$ cat config.mk
export PLATFORM = sky130hd
export DESIGN_NAME = decode_stage_ctrl
export DESIGN_NICKNAME = d
export VERILOG_FILES = /design/src/rtl/rv_pkg.sv /design/src/rtl/immdec.sv /design/src/rtl/opc_classify.sv /design/src/rtl/decode_stage_ctrl.sv
export SDC_FILE = /design/constraint.sdc
export NUM_CORES = 1
export LEC_CHECK = 0
export BUFFER_PORTS_ARGS = -buffer_cell sky130_fd_sc_hd__buf_2
export CORE_MARGIN = 2
export CORE_UTILIZATION = 57
export CTS_CLUSTER_DIAMETER = 80
export DETAILED_ROUTE_END_ITERATION = 10
export PLACE_DENSITY_LB_ADDON = 0.1
export SLEW_MARGIN = 20
export SYNTH_ARGS = -nofsm -noshare
export SYNTH_HDL_FRONTEND = slang
export SYNTH_SLANG_ARGS = --single-unit
$ cat constraint.sdc
create_clock -name clk -period 7.2 [get_ports clk]
set_clock_uncertainty 0.05 [all_clocks]
set_input_delay 0.72 -clock clk [delete_from_list [all_inputs] [get_ports clk]]
set_output_delay 0.72 -clock clk [all_outputs]
set_load 0.01 [all_outputs]
$ cat src/rtl/rv_pkg.sv
// Shared RISC-V decode definitions: immediate-format codes, base opcodes and
// the ID-stage occupancy states.
package rv_pkg;

  localparam logic [2:0] ITYPE_R = 3'b000;
  localparam logic [2:0] ITYPE_I = 3'b001;
  localparam logic [2:0] ITYPE_B = 3'b010;
  localparam logic [2:0] ITYPE_S = 3'b011;
  localparam logic [2:0] ITYPE_U = 3'b100;
  localparam logic [2:0] ITYPE_J = 3'b101;

  localparam logic [6:0] OPC_LUI      = 7'b0110111;
  localparam logic [6:0] OPC_AUIPC    = 7'b0010111;
  localparam logic [6:0] OPC_JAL      = 7'b1101111;
  localparam logic [6:0] OPC_JALR     = 7'b1100111;
  localparam logic [6:0] OPC_BRANCH   = 7'b1100011;
  localparam logic [6:0] OPC_LOAD     = 7'b0000011;
  localparam logic [6:0] OPC_STORE    = 7'b0100011;
  localparam logic [6:0] OPC_OP_IMM   = 7'b0010011;
  localparam logic [6:0] OPC_OP       = 7'b0110011;
  localparam logic [6:0] OPC_SYSTEM   = 7'b1110011;
  localparam logic [6:0] OPC_MISC_MEM = 7'b0001111;

  typedef enum logic [1:0] {
    EMPTY = 2'd0,
    FULL  = 2'd1,
    SKID  = 2'd2
  } state_e;

endpackage

$ cat src/rtl/immdec.sv
// Immediate decoder: builds the sign- and zero-extended immediate for the
// given format from instruction bits [31:7]. R format yields zero.
module immdec
  import rv_pkg::*;
(
  input  logic [31:7] instr_hi,
  input  logic [2:0]  itype,
  output logic [31:0] simm,
  output logic [31:0] uimm
);

  logic [11:0] imm_i;
  logic [11:0] imm_s;
  logic [12:0] imm_b;
  logic [20:0] imm_j;

  assign imm_i = instr_hi[31:20];
  assign imm_s = {instr_hi[31:25], instr_hi[11:7]};
  assign imm_b = {instr_hi[31], instr_hi[7], instr_hi[30:25], instr_hi[11:8], 1'b0};
  assign imm_j = {instr_hi[31], instr_hi[19:12], instr_hi[20], instr_hi[30:21], 1'b0};

  always_comb begin
    simm = '0;
    uimm = '0;
    case (itype)
      ITYPE_I: begin
        simm = {{20{imm_i[11]}}, imm_i};
        uimm = {20'd0, imm_i};
      end
      ITYPE_S: begin
        simm = {{20{imm_s[11]}}, imm_s};
        uimm = {20'd0, imm_s};
      end
      ITYPE_B: begin
        simm = {{19{imm_b[12]}}, imm_b};
        uimm = {19'd0, imm_b};
      end
      ITYPE_U: begin
        simm = {instr_hi[31:12], 12'd0};
        uimm = {instr_hi[31:12], 12'd0};
      end
      ITYPE_J: begin
        simm = {{11{imm_j[20]}}, imm_j};
        uimm = {11'd0, imm_j};
      end
      default: begin
        simm = '0;
        uimm = '0;
      end
    endcase
  end

endmodule

$ cat src/rtl/opc_classify.sv
// Maps a 7-bit RISC-V opcode onto its immediate-format code. Anything not in
// the supported base set (including words whose low two bits are not 11)
// decodes as R and is flagged illegal.
module opc_classify
  import rv_pkg::*;
(
  input  logic [6:0] opcode,
  output logic [2:0] itype,
  output logic       illegal
);

  always_comb begin
    itype   = ITYPE_R;
    illegal = 1'b0;
    case (opcode)
      OPC_LUI, OPC_AUIPC:  itype = ITYPE_U;
      OPC_JAL:             itype = ITYPE_J;
      OPC_JALR, OPC_LOAD, OPC_OP_IMM, OPC_SYSTEM, OPC_MISC_MEM:
                           itype = ITYPE_I;
      OPC_BRANCH:          itype = ITYPE_B;
      OPC_STORE:           itype = ITYPE_S;
      OPC_OP:              itype = ITYPE_R;
      default:             illegal = 1'b1;
    endcase
  end

endmodule

$ cat src/rtl/decode_stage_ctrl.sv
// ID-stage sequencer: valid/ready intake with a one-entry skid buffer so that
// if_ready is a flop, opcode/immediate decode, and the ID/EX register.
module decode_stage_ctrl
  import rv_pkg::*;
#(
  parameter int          XLEN         = 32,
  parameter logic [31:0] RESET_PC_TAG = 32'h0000_0000
) (
  input  logic            clk,
  input  logic            rst_n,
  input  logic            if_valid,
  output logic            if_ready,
  input  logic [XLEN-1:0] if_instr,
  input  logic [XLEN-1:0] if_pc,
  input  logic            flush,
  output logic            id_valid,
  input  logic            id_ready,
  output logic [XLEN-1:0] id_pc,
  output logic [XLEN-1:0] id_instr,
  output logic [2:0]      id_itype,
  output logic [XLEN-1:0] id_simm,
  output logic [XLEN-1:0] id_uimm,
  output logic [4:0]      id_rs1,
  output logic [4:0]      id_rs2,
  output logic [4:0]      id_rd,
  output logic            id_illegal
);

  state_e          state_q, state_d;
  logic            if_ready_q, if_ready_d;
  logic            id_valid_q, id_valid_d;
  logic [XLEN-1:0] pc_q, pc_d;
  logic [XLEN-1:0] instr_q, instr_d;
  logic [2:0]      itype_q, itype_d;
  logic [XLEN-1:0] simm_q, simm_d;
  logic [XLEN-1:0] uimm_q, uimm_d;
  logic            illegal_q, illegal_d;
  logic [XLEN-1:0] skid_instr_q, skid_instr_d;
  logic [XLEN-1:0] skid_pc_q, skid_pc_d;

  logic [XLEN-1:0] sel_instr;
  logic [XLEN-1:0] sel_pc;
  logic [2:0]      dec_itype;
  logic            dec_illegal;
  logic [XLEN-1:0] dec_simm;
  logic [XLEN-1:0] dec_uimm;
  logic            xfer_in;
  logic            xfer_out;
  logic            load_main;
  logic            load_skid;

  // The skid entry is always older than the fetch input, so it decodes first.
  assign sel_instr = (state_q == SKID) ? skid_instr_q : if_instr;
  assign sel_pc    = (state_q == SKID) ? skid_pc_q    : if_pc;

  opc_classify u_opc_classify (
    .opcode  (sel_instr[6:0]),
    .itype   (dec_itype),
    .illegal (dec_illegal)
  );

  immdec u_immdec (
    .instr_hi (sel_instr[31:7]),
    .itype    (dec_itype),
    .simm     (dec_simm),
    .uimm     (dec_uimm)
  );

  assign xfer_in  = if_valid & if_ready_q;
  assign xfer_out = id_valid_q & id_ready;

  always_comb begin
    state_d      = state_q;
    load_main    = 1'b0;
    load_skid    = 1'b0;
    if (flush) begin
      state_d = EMPTY;
    end else begin
      case (state_q)
        EMPTY: if (xfer_in) begin
          load_main = 1'b1;
          state_d   = FULL;
        end
        FULL: begin
          if (xfer_in && xfer_out) begin
            load_main = 1'b1;
          end else if (xfer_out) begin
            state_d = EMPTY;
          end else if (xfer_in) begin
            load_skid = 1'b1;
            state_d   = SKID;
          end
        end
        SKID: if (xfer_out) begin
          load_main = 1'b1;
          state_d   = FULL;
        end
        default: state_d = EMPTY;
      endcase
    end

    pc_d         = pc_q;
    instr_d      = instr_q;
    itype_d      = itype_q;
    simm_d       = simm_q;
    uimm_d       = uimm_q;
    illegal_d    = illegal_q;
    skid_instr_d = skid_instr_q;
    skid_pc_d    = skid_pc_q;
    if (load_main) begin
      pc_d      = sel_pc;
      instr_d   = sel_instr;
      itype_d   = dec_itype;
      illegal_d = dec_illegal;
      // R format (legal or not) never carries an immediate.
      simm_d    = (dec_itype == ITYPE_R) ? '0 : dec_simm;
      uimm_d    = (dec_itype == ITYPE_R) ? '0 : dec_uimm;
    end
    if (load_skid) begin
      skid_instr_d = if_instr;
      skid_pc_d    = if_pc;
    end

    if_ready_d = (state_d != SKID);
    id_valid_d = (state_d != EMPTY);
  end

  always_ff @(posedge clk or negedge rst_n) begin
    if (!rst_n) begin
      state_q      <= EMPTY;
      if_ready_q   <= 1'b1;
      id_valid_q   <= 1'b0;
      pc_q         <= RESET_PC_TAG;
      instr_q      <= '0;
      itype_q      <= ITYPE_R;
      simm_q       <= '0;
      uimm_q       <= '0;
      illegal_q    <= 1'b0;
      skid_instr_q <= '0;
      skid_pc_q    <= '0;
    end else begin
      state_q      <= state_d;
      if_ready_q   <= if_ready_d;
      id_valid_q   <= id_valid_d;
      pc_q         <= pc_d;
      instr_q      <= instr_d;
      itype_q      <= itype_d;
      simm_q       <= simm_d;
      uimm_q       <= uimm_d;
      illegal_q    <= illegal_d;
      skid_instr_q <= skid_instr_d;
      skid_pc_q    <= skid_pc_d;
    end
  end

  assign if_ready   = if_ready_q;
  assign id_valid   = id_valid_q;
  assign id_pc      = id_valid_q ? pc_q : RESET_PC_TAG;
  assign id_instr   = instr_q;
  assign id_itype   = itype_q;
  assign id_simm    = simm_q;
  assign id_uimm    = uimm_q;
  assign id_illegal = illegal_q;
  assign id_rs1     = instr_q[19:15];
  assign id_rs2     = instr_q[24:20];
  assign id_rd      = instr_q[11:7];

endmodule
# [After elaboration in Yosys (flattened, before gate mapping)]
# Cells that the tools add are included.
[op_classes] n_addsub=0 n_mul=0 div=0 n_lt_le_gt_ge=0 eq_ne=19 shifts=0 mux=25 bitwise=2 n_reduce_logical=7
[ops] operator="case mux 32 bit (5 select lines)" n=2
[ops] operator="2-to-1 mux 32 bit" n=5
[ops] operator="== test 7 bit, second input constant" n=4
[ops] operator="== test 7 x 6 -> 1 bit, second input constant" n=3
[ops] operator="case mux 3 bit (5 select lines)" n=1
[ops] operator="== test 7 x 5 -> 1 bit, second input constant" n=2
[ops] operator="2-to-1 mux 2 bit" n=6
[ops] operator="OR reduction 11 bit" n=1
[ops] operator="2-to-1 mux 1 bit" n=9
[ops] operator="== test 7 x 2 -> 1 bit, second input constant" n=1
[ops] operator="== test 7 x 4 -> 1 bit, second input constant" n=1
[ops] operator="== test 3 x 2 -> 1 bit, second input constant" n=2
[ops] operator="== test 3 bit, second input constant" n=2
[ops] operator="case mux 2 bit (3 select lines)" n=1
[ops] operator="OR reduction 5 bit" n=1
[ops] operator="== test 3 x 1 -> 1 bit, second input constant" n=1
[ops] operator="zero test 3 bit" n=1
[ops] operator="case mux 1 bit (3 select lines)" n=1
[ops] operator="bitwise AND 1 bit" n=2
[ops] operator="== test 2 x 1 -> 1 bit, second input constant" n=1
[ops] operator="== test 2 bit, second input constant" n=1
[ops] operator="zero test 2 bit" n=1
[ops] operator="inequality test 2 bit, second input constant" n=1
[ops] operator="nonzero test 2 bit" n=1
[ops] operator="2 further kinds" n=2
[word_totals] ff_bits=200 latch_bits=0 ram_bits=0 romBits=0 in_bits=69 out_inout_bits=149 elab_cells=64 n_memories=0

# [Logic depth before layout (Yosys ltp)]
# Gate-level depths: netlist of the first run.
[logic_depth] ltp_word=8 mapped_depth=9 depth_no_buf=6

# [Cells and area by module]
# Synthesis of the first run repeated with hierarchy kept, for this count alone.
[hier_totals] hier_cells=810 hier_area_um2=9745.6
[modules_own_cells] mod="decode_stage_ctrl" n_inst=1 cells_per_inst=691 area_each_um2=9007.4
[modules_own_cells] mod="immdec" n_inst=1 cells_per_inst=96 area_each_um2=605.6
[modules_own_cells] mod="opc_classify" n_inst=1 cells_per_inst=23 area_each_um2=132.6

# [Worst setup path before layout of the first run]
# No wires, ideal clock.
[synth_timing] path_type="input -> register" startpoint="input port if_valid" endpoint="register simm_q[25], in the netlist id_simm[25]" setup_time_ns=0.065 t_arrival_ns=2.299 t_required_ns=7.085 slack_ns=4.787 cell_stages=8 n_path_buf=2 path_cell_list="nand2_1 or3_1 a21o_1 clkbuf_1 or3_1 buf_2 nor2_1 a211o_1"
[synth_via] elab_chain_len=5 elab_cells_between_ends=6 cone_classes="mux: 4; bitwise: 1; reduce/logical: 1"
[synth_rtl] element="start: declaration" line_no="decode_stage_ctrl.sv:11" text="input logic if_valid,"
[synth_rtl] element="bitwise AND 1 bit *" line_no="decode_stage_ctrl.sv:69" text="assign xfer_in = if_valid & if_ready_q;"
[synth_rtl] element="logical AND 1 bit" line_no="decode_stage_ctrl.sv:85" text="if (xfer_in && xfer_out) begin"
[synth_rtl] element="2-to-1 mux 1 bit" line_no="decode_stage_ctrl.sv:85"
[synth_rtl] element="case mux 1 bit (3 select lines) *" line_no="decode_stage_ctrl.sv:79" text="case (state_q)"
[synth_rtl] element="2-to-1 mux 1 bit *" line_no="decode_stage_ctrl.sv:76" text="if (flush) begin"
[synth_rtl] element="end signal: assignment" line_no="decode_stage_ctrl.sv:148" text="simm_q <= simm_d;"
[synth_rtl] element="end: declaration" line_no="decode_stage_ctrl.sv:35" text="logic [XLEN-1:0] simm_q, simm_d;"
# Mark *: on every way between the ends. The rest lies on a longest branch, timed or not.
# A chain may end at the register's enable or synchronous reset.

# [Final worst setup path of the first run]
[layout_timing] startpoint="register id_valid_q, in the netlist id_valid" endpoint="register simm_q[14], in the netlist id_simm[14]"
[layout_via] elab_chain_len=5 elab_cells_between_ends=6 cone_classes="mux: 4; bitwise: 1; reduce/logical: 1"
[layout_rtl] element="start: declaration" line_no="decode_stage_ctrl.sv:31" text="logic id_valid_q, id_valid_d;"
[layout_rtl] element="start signal: assignment" line_no="decode_stage_ctrl.sv:144" text="id_valid_q <= id_valid_d;"
[layout_rtl] element="bitwise AND 1 bit *" line_no="decode_stage_ctrl.sv:70" text="assign xfer_out = id_valid_q & id_ready;"
[layout_rtl] element="logical AND 1 bit" line_no="decode_stage_ctrl.sv:85"
[layout_rtl] element="2-to-1 mux 1 bit" line_no="decode_stage_ctrl.sv:85"
[layout_rtl] element="case mux 1 bit (3 select lines) *" line_no="decode_stage_ctrl.sv:79"
[layout_rtl] element="2-to-1 mux 1 bit *" line_no="decode_stage_ctrl.sv:76"
# Marked as above.

==> results of run 1 <==
-- routing by layer --
layer,GRT usage,up-vias
met2,0.4178,216
met1,0.3503,3177
met3,0.06162,23
met4,0.07647,0
li1,-,2955
met5,0,-
-- state kept, by name, summed over array words and instances, names as in the netlist --
register,cells
id_instr,32
id_simm,32
pc_q,32
skid_instr_q,32
skid_pc_q,32
id_uimm,20
id_itype,3
state_q,2
id_illegal,1
id_valid,1
if_ready,1
-- report_power, final --
part	total [uW]	internal [uW]	leakage (uW)	switching, uW
registers	1580	1380	0.00234	200
logic	779	381	0.00249	398
clock network	1080	678	0.000325	401
total	3430	2440	0.00515	999
-- final cells by class --
| type | instances | share of cell area |
|---|---|---|
| Multi-Input combinational cell | 490 | 0.3236 |
| Timing Repair Buffer | 220 | 0.1118 |
| Inverter | 10 | 0.003744 |
| Antenna cell | 1 | 0.0002496 |
| Tap cell | 184 | 0.02297 |
| Sequential cell | 188 | 0.4694 |
| Clock buffer | 21 | 0.04693 |
| Clock inverter | 11 | 0.02122 |
-- synth_stat cells (2+ instances only) --
master | number | area [sq um]
dfrtp_1 | 187 | 4679
nand2_1 | 126 | 473.0
mux2_2 | 63 | 709.4
nor2_1 | 58 | 217.7
o21ai_0 | 40 | 200.2
a31oi_1 | 39 | 244.0
clkbuf_1 | 34 | 127.6
and2_1 | 33 | 206.5
mux2i_1 | 30 | 300.3
buf_4 | 27 | 202.7
a21o_1 | 13 | 97.59
a211o_1 | 11 | 96.34
inv_1 | 10 | 37.54
a221o_1 | 8 | 80.08
nor3_1 | 7 | 35.03
o31ai_1 | 7 | 52.55
buf_1 | 6 | 22.52
buf_2 | 6 | 30.03
o21a_1 | 4 | 30.03
o21ai_1 | 4 | 20.02
o221ai_1 | 4 | 35.03
o22a_1 | 4 | 35.03
or3_1 | 4 | 25.02
and4b_1 | 3 | 30.03
a21oi_1 | 2 | 10.01
buf_6 | 2 | 22.52
mux2i_2 | 2 | 27.53
nand2b_1 | 2 | 12.51
nor4bb_1 | 2 | 20.02
-- per-stage QoR --
stage               utilization  cells
floorplan                     -    763
global placement         0.6472   1092
detailed placement       0.6472   1092
CTS                      0.6946   1124
global route             0.6948   1124
finish                   0.6950   1125
-- worst min-delay path by stage --
stage	to	slack [ns]	cells past startpoint
2_1_floorplan	id_illegal	0.37	0
3_3_place_gp	id_illegal	0.40	2
3_5_place_dp	id_instr[5]	0.42	2
4_1_cts	id_instr[16]	0.36	1
5_1_grt	id_instr[16]	0.38	1
6_report	skid_instr_q[16]	0.33	1
-- cell families after synthesis --
kind of cell	count (synthesis)
AND/OR/NAND/NOR	244
buffers and inverters	85
flip-flops	188
multiplexers	95
AO/OA/AOI/OAI	151
-- worst max-delay path: stages, from the launching register on --
cell      delay (ns)
dfrtp_1         0.92
a21boi_1        0.29
or3_1           0.45
a21o_4          0.53
nor3_1          0.80
a221o_1         0.27
==> reports/metrics.cfg, run 1 <==
[placed_design]
gp_congestion=0.8026
hpwl_microns=12810
place_ws_ns=3.720
placed_area_sq_um=9335
io_buffers=217

[cts]
cts_tree=done
insertion_delay_ns=0.44
cts_sinks=188
cts_resized=0
hold_buffers=0
postCtsSetupBuffers=0
root_buffer=clkbuf_16
cts_max_path_buffers=2
cts_made_buffers=17
htreeDepth=4
clkTransAtPathRegs_ns=0.07

[final_layout]
area_delta_synth_final_pct=19.92
final_area_sq_um=10020
regArea_sq_um=4706
most-common-layout-cells=buf_2, dfrtp_1, nand2_1, mux2_2, nor2_1
final_common_cell=buf_2
nFillCells=1121
num-nets-final=996
drive_gt1_frac=0.3511
multiInputGateArea_sq_um=3244

[synthesis]
ys_ff_latch=188
synth_compound_area_frac=0.1277
synth_seq_area_share=0.5629
synthesis.area_sq_um=8359
synth_mux_area_frac=0.1241
synthFlopType=dfrtp_1
ys_types=54
synthAdderAreaFrac=0
synth_edf_count=0
synth_xor_area_frac=0
synth_top_family_by_area=simple AND/OR/NAND/NOR gates
ys_warn_count=0
async_reset_ff_frac=1.000
netlist_instances=763
synth_area_per_cell_sq_um=10.96
synth_simple_gate_area_frac=0.1323
mappedNetlistNets=832

[drt]
drtAntennaViolNets=0
met1Wirelength_microns=8625
via_per_inst=5.663
remaining_drc_errors=0
vias=6371
wl_met2_microns=9714
wire_per_inst_microns=17.62
first_pass_iters=5
wl_met3_microns=1190
wirelength_microns=19820
initialDrtViolationCount=501
highest_layer=met4

[setup_path]
cp.arrival_ns=3.78
crit_end=id_simm[14]
reg2reg_depth=5
crit_start=id_valid
regToRegSetupSlack_ns=3.74
critPathCaptureType=flip-flop
critPathKind=flip-flop to flip-flop
required_ns=7.52
worstReg2RegEnd=id_simm[14]
crit_fanout=118
r2r-start=id_valid
start_kind=flip-flop

[worst_hold_path]
hold_class=input pin to async pin

[outcome]
status=completed

[sta]
period_share=0.4808
finalSetupTns_ns=0
clock.fmax_mhz=288.9
rsz0062_at_grt=no
final_hold_viol_count=0
hold_slack_ns=0.3288
report.final.slew_viol_count=0
setup_viol=0
max-slew-margin-rel=0.2896
tightest_slew_ns=1.066
setup_ws_ns=3.738
fin_crit_ns=3.462

[power_and_ir_drop]
fin_total_pwr_uw=3435
p_leak_uw=0.005152
peakVddDrop_mv=0.1774
power.density_nw_per_um2=342.6

[floorplan]
die_h_microns=125.1
core_area_sq_um=14420
die_area_sq_um=15650
io_pins=218
die_x_microns=125.1
num_rows=44
start_util=0.5795

[grt]
antenna_found_initial=0
grt_pass1_wl_microns=32370
grt_pass1_vias=6259
grt.overflow.total=0
track_usage=0.2578
grt_max_degree=119

[run]
maxCapViolations=0

No activity file was read; power rests on OpenSTA's default activity.
==> inputs of run 2 (changes only) <==
--- a/config.mk
+++ b/config.mk
@@ -7,7 +7,7 @@
 export LEC_CHECK = 0
 export BUFFER_PORTS_ARGS = -buffer_cell sky130_fd_sc_hd__buf_2
 export CORE_MARGIN = 2
-export CORE_UTILIZATION = 57
+export CORE_UTILIZATION = 53
 export CTS_CLUSTER_DIAMETER = 80
 export DETAILED_ROUTE_END_ITERATION = 10
 export PLACE_DENSITY_LB_ADDON = 0.1
==> constraint.sdc (replaced) <==
create_clock -name clk -period 3.43 [get_ports clk]
set_clock_uncertainty 0.05 [all_clocks]
set_input_delay 0.343 -clock clk [delete_from_list [all_inputs] [get_ports clk]]
set_output_delay 0.343 -clock clk [all_outputs]
set_load 0.01 [all_outputs]
==> run 2 against run 1 <==
Against the previous run: final cell count grew 2.8%; utilization down 3.9 points; sequential share of layout area fell by 0.070 points; sequential cell count unchanged; maximum frequency is 21% higher; register-to-register slack got worse by 3.2 ns; count of clock-buffer cells in the layout did not move; worst setup slack lost 3.2 ns; die area grew 7.3%.
==> reports/metrics.cfg, run 2 (synthesized netlist as in run 1, its figures left out) <==
[setup_path]
cp.buffers_inverters=0
crit_fanout=15
required_ns=3.69
cp_slowest_stage_delay_ns=0.62
crit_slowest_cell=a221oi_4
regToRegSetupSlack_ns=0.57
worstReg2RegEnd=id_simm[13]
worstPathCellList=nand2b_4, mux2i_1, o22ai_2, a221oi_4, nor3_4, a221o_1
critPathCaptureType=flip-flop
critPathKind=flip-flop to flip-flop
cp.arrival_ns=3.12
r2r-start=state_q[0]
reg2reg_depth=6
path_delay_family=compound AO/OA/AOI/OAI gates
start_kind=flip-flop

[cts]
root_buffer=clkbuf_16
htreeDepth=4
cts_resized=0
insertion_delay_ns=0.43
clkTransAtPathRegs_ns=0.07
cts_max_path_buffers=2
cts_sinks=188
cts_made_buffers=17
cts_tree=done

[floorplan]
die_h_microns=129.6
start_util=0.5458
die_x_microns=129.6
num_rows=45
io_pins=218
die_area_sq_um=16790
core_area_sq_um=15310

[placed_design]
hpwl_microns=13740
placed_area_sq_um=9444
io_buffers=217
gp_congestion=0.8223

[grt]
grt_pass1_vias=5879
grt_use_met2=0.3763
gr-max-usage-layer=met2
antenna_found_initial=1
use_met1=0.3376
grt_max_degree=80
track_usage=0.2406
grt.overflow.total=0
grt_pass1_wl_microns=31150
use_met3=0.06317

[final_layout]
nFillCells=1267
area_delta_synth_final_pct=20.10
num-nets-final=1002
drive_gt1_frac=0.3534
n_antenna_cell=0
final_common_cell=buf_2
final_area_sq_um=10040
most-common-layout-cells=buf_2, dfrtp_1, nand2_1, mux2_2, nor2_1

[sta]
setup_viol=0
final_hold_viol_count=0
finalSetupTns_ns=0
tightest_slew_ns=0.9270
rsz0062_at_grt=no
clock.fmax_mhz=349.7
report.final.slew_viol_count=0
max-slew-margin-rel=0.3820
fin_crit_ns=2.860
period_share=0.8338

[worst_hold_path]
hold_class=input pin to flip-flop
min_to=skid_pc_q[9]
hold_depth=2
min_from=if_pc[9]

[drt]
first_pass_iters=5
wire_per_inst_microns=17.27
drtAntennaViolNets=0
initialDrtViolationCount=435
via_per_inst=5.433
wirelength_microns=19970
vias=6281
remaining_drc_errors=0

[power_and_ir_drop]
peakVddDrop_mv=0.3841
power.density_nw_per_um2=688.5
p_leak_uw=0.005149
fin_total_pwr_uw=6912

[outcome]
status=completed

[run]
maxCapViolations=0

-- run 2: power by group --
| part | internal (uW) | leakage [uW] | switching [uW] |
|---|---|---|---|
| logic | 813 | 0.00253 | 848 |
| clock network | 1130 | 0.000281 | 832 |
| registers | 2890 | 0.00234 | 401 |
-- run 2: worst max path at each step --
| stage | startpoint | to | slack (ns) | cells past startpoint |
|---|---|---|---|---|
| CTS | state_q[0] | id_simm[30] | 0.57 | 6 |
| global route | state_q[0] | id_simm[30] | 0.41 | 6 |
| detailed placement | state_q[0] | id_simm[30] | 0.59 | 6 |
| global placement | state_q[0] | id_simm[30] | 0.74 | 6 |
| finish | state_q[0] | id_simm[13] | 0.57 | 6 |
| floorplan | state_q[0] | id_simm[20] | 1.18 | 8 |
-- run 2: cell type report --
type / instances / area (sq um) / area share
Sequential cell: 188 / 4706 / 0.4687
Tap cell: 211 / 264.0 / 0.02630
Timing Repair Buffer: 226 / 1202 / 0.1198
Inverter: 10 / 37.54 / 0.003739
Multi-Input combinational cell: 490 / 3244 / 0.3232
Clock inverter: 10 / 115.1 / 0.01147
Clock buffer: 21 / 470.5 / 0.04686
-- run 2: per-stage QoR --
step / std cells / setup slack, ns / hold WS [ns] / util
CTS: 1156 / 0.5712 / 0.09159 / 0.6556
finish: 1156 / 0.5701 / 0.1067 / 0.6556
detailed placement: 1124 / 0.5856 / 0.3360 / 0.6167
floorplan: 763 / 1.182 / -0.002591 / -
global route: 1156 / 0.4149 / 0.09418 / 0.6556
global placement: 1124 / 0.7404 / 0.3239 / 0.6167
-- run 2: what timing repair did --
action,4_1_cts,5_1_grt
hold buffers,1,0
hold endpoints to repair,68,0
buffers inserted,0,0
-- run 2: routing by layer --
layer  routed length (microns)  share of wire  up-vias
met5                        15        0.00075        -
met1                      8900           0.45     3101
met4                       250          0.013        2
li1                          -              -     2959
met3                      1245          0.062       23
met2                      9553           0.48      196
==> inputs of run 3 (changes only) <==
--- a/config.mk
+++ b/config.mk
@@ -7,7 +7,7 @@
 export LEC_CHECK = 0
 export BUFFER_PORTS_ARGS = -buffer_cell sky130_fd_sc_hd__buf_2
 export CORE_MARGIN = 2
-export CORE_UTILIZATION = 53
+export CORE_UTILIZATION = 48
 export CTS_CLUSTER_DIAMETER = 80
 export DETAILED_ROUTE_END_ITERATION = 10
 export PLACE_DENSITY_LB_ADDON = 0.1
==> constraint.sdc (replaced) <==
create_clock -name clk -period 2.3 [get_ports clk]
set_clock_uncertainty 0.05 [all_clocks]
set_input_delay 0.23 -clock clk [delete_from_list [all_inputs] [get_ports clk]]
set_output_delay 0.23 -clock clk [all_outputs]
set_load 0.01 [all_outputs]
==> run 3 against run 2 <==
Against the previous run: design area up 9.6%; worst hold slack worse by 0.091 ns; sequential share of layout area decreased by 4.1 points; die area is 10% higher; sequential cell count is the same; largest cell class unchanged; highest routed layer unchanged.
==> reports/metrics.cfg, run 3 (synthesized netlist as in run 1, its figures left out) <==
[floorplan]
die_h_microns=136.0
core_area_sq_um=17180
start_util=0.4867
die_x_microns=136.0
die_area_sq_um=18490
io_pins=218
num_rows=48

[outcome]
status=completed

[cts]
insertion_delay_ns=0.43
cts_made_buffers=17
root_buffer=clkbuf_16
clkTransAtPathRegs_ns=0.07
cts_tree=done
cts_sinks=188
cts_max_path_buffers=2
htreeDepth=4

[final_layout]
regArea_sq_um=4708
most-common-layout-cells=buf_2, dfrtp_1, nand2_1, mux2_2, nor2_1
finalNonFillerCells=1255
final_common_cell=buf_2
area_delta_synth_final_pct=31.67
final_area_sq_um=11010
multiInputGateArea_sq_um=3374
num-nets-final=1087
drive_gt1_frac=0.3790
nFillCells=1426

[setup_path]
worstReg2RegEnd=id_simm[19]
crit_fanout=9
crit_end=id_simm[19]
cp_slowest_stage_delay_ns=0.41
critPathCaptureType=flip-flop
cp.buffers_inverters=3
critPathKind=flip-flop to flip-flop
r2r-start=state_q[0]
reg2reg_depth=9
cp_num_cells=9
regToRegSetupSlack_ns=0.03
required_ns=2.56
path_delay_family=compound AO/OA/AOI/OAI gates
crit_slowest_cell=dfrtp_2
cp_common_cell=buf_12
cp.arrival_ns=2.53
crit_start=state_q[0]
start_kind=flip-flop
worstPathCellList=buf_6, and4bb_1, a31oi_4, o22ai_4, a221oi_4, buf_12, nor3_4, buf_12, a221o_1

[drt]
drtAntennaViolNets=0
vias=6708
initialDrtViolationCount=411
via_per_inst=5.345
remaining_drc_errors=0
wirelength_microns=21250
first_pass_iters=4
wire_per_inst_microns=16.93

[worst_hold_path]
hold_class=input pin to flip-flop

[placed_design]
hpwl_microns=14520
placed_area_sq_um=9714
gp_congestion=0.9042
dp_cells=1170
io_buffers=217

[power_and_ir_drop]
p_leak_uw=0.005576
power.density_nw_per_um2=966.5
fin_total_pwr_uw=10640
peakVddDrop_mv=0.5917

[sta]
tightest_slew_ns=0.5946
rsz0062_at_grt=yes
report.final.slew_viol_count=0
final_hold_viol_count=0
clock.fmax_mhz=440.7
fin_crit_ns=2.269
hold_slack_ns=0.01566
finalSetupTns_ns=0
period_share=0.9865
max-slew-margin-rel=0.6036
setup_viol=0

[grt]
grt.overflow.total=0
grt_max_degree=87
grt_pass1_wl_microns=33640
antenna_found_initial=1
track_usage=0.2330
grt_pass1_vias=6624

[run]
maxCapViolations=0

-- run 3: cell count changes in the layout (fill, tap and decap cells not counted), sizes merged, moves of 2 or more --
cell	before	now
clkinv	4	2
dlygate4sd3	1	45
buf	224	265
inv	11	14
clkbuf	22	20
-- run 3: layer usage --
metal | part of all wire | vias to the layer above | GRT usage
li1 | - | 3143 | -
met1 | 0.43 | 3331 | 0.3032
met2 | 0.50 | 204 | 0.3844
met3 | 0.056 | 28 | 0.05108
met4 | 0.015 | 2 | 0.08623
met5 | 0.00033 | - | 0
-- run 3: worst min path at each step --
| stage | startpoint | endpoint | slack, ns | depth (start not counted) |
|---|---|---|---|---|
| 6_report | if_pc[11] | skid_pc_q[11] | 0.02 | 2 |
| 5_1_grt | if_pc[1] | skid_pc_q[1] | 0.009 | 2 |
| 4_1_cts | if_instr[23] | skid_instr_q[23] | 0.001 | 2 |
| 3_5_place_dp | rst_n | skid_instr_q[16] | 0.24 | 1 |
| 3_3_place_gp | rst_n | skid_instr_q[17] | 0.23 | 1 |
| 2_1_floorplan | rst_n | id_illegal | -0.12 | 0 |
-- run 3: where the power goes --
group	switching (uW)	internal, uW
registers	592	4310
logic	1340	1360
clock network	1280	1750
total	3220	7420
-- run 3: area by class of cell --
cell class / count / area share
Antenna cell: 1 / 0.0002274
Clock buffer: 19 / 0.04024
Clock inverter: 11 / 0.01455
Inverter: 10 / 0.003410
Multi-Input combinational cell: 490 / 0.3066
Sequential cell: 188 / 0.4278
Tap cell: 225 / 0.02558
Timing Repair Buffer: 311 / 0.1817
-- run 3: repair_timing --
action,in CTS,in global routing
endpoints found under the hold margin,121,0
hold buffers,45,0
pin swaps,1,6
endpoints found under the setup margin,32,28
resized for setup,7,23
setup buffers,0,9
-- run 3: metrics by stage --
step           utilization  setup slack, ns
2_1_floorplan            -          0.05163
3_3_place_gp        0.5656          0.02733
3_5_place_dp        0.5656         -0.03039
4_1_cts             0.6287          0.01333
5_1_grt             0.6407         -0.05642
6_report            0.6408          0.03112
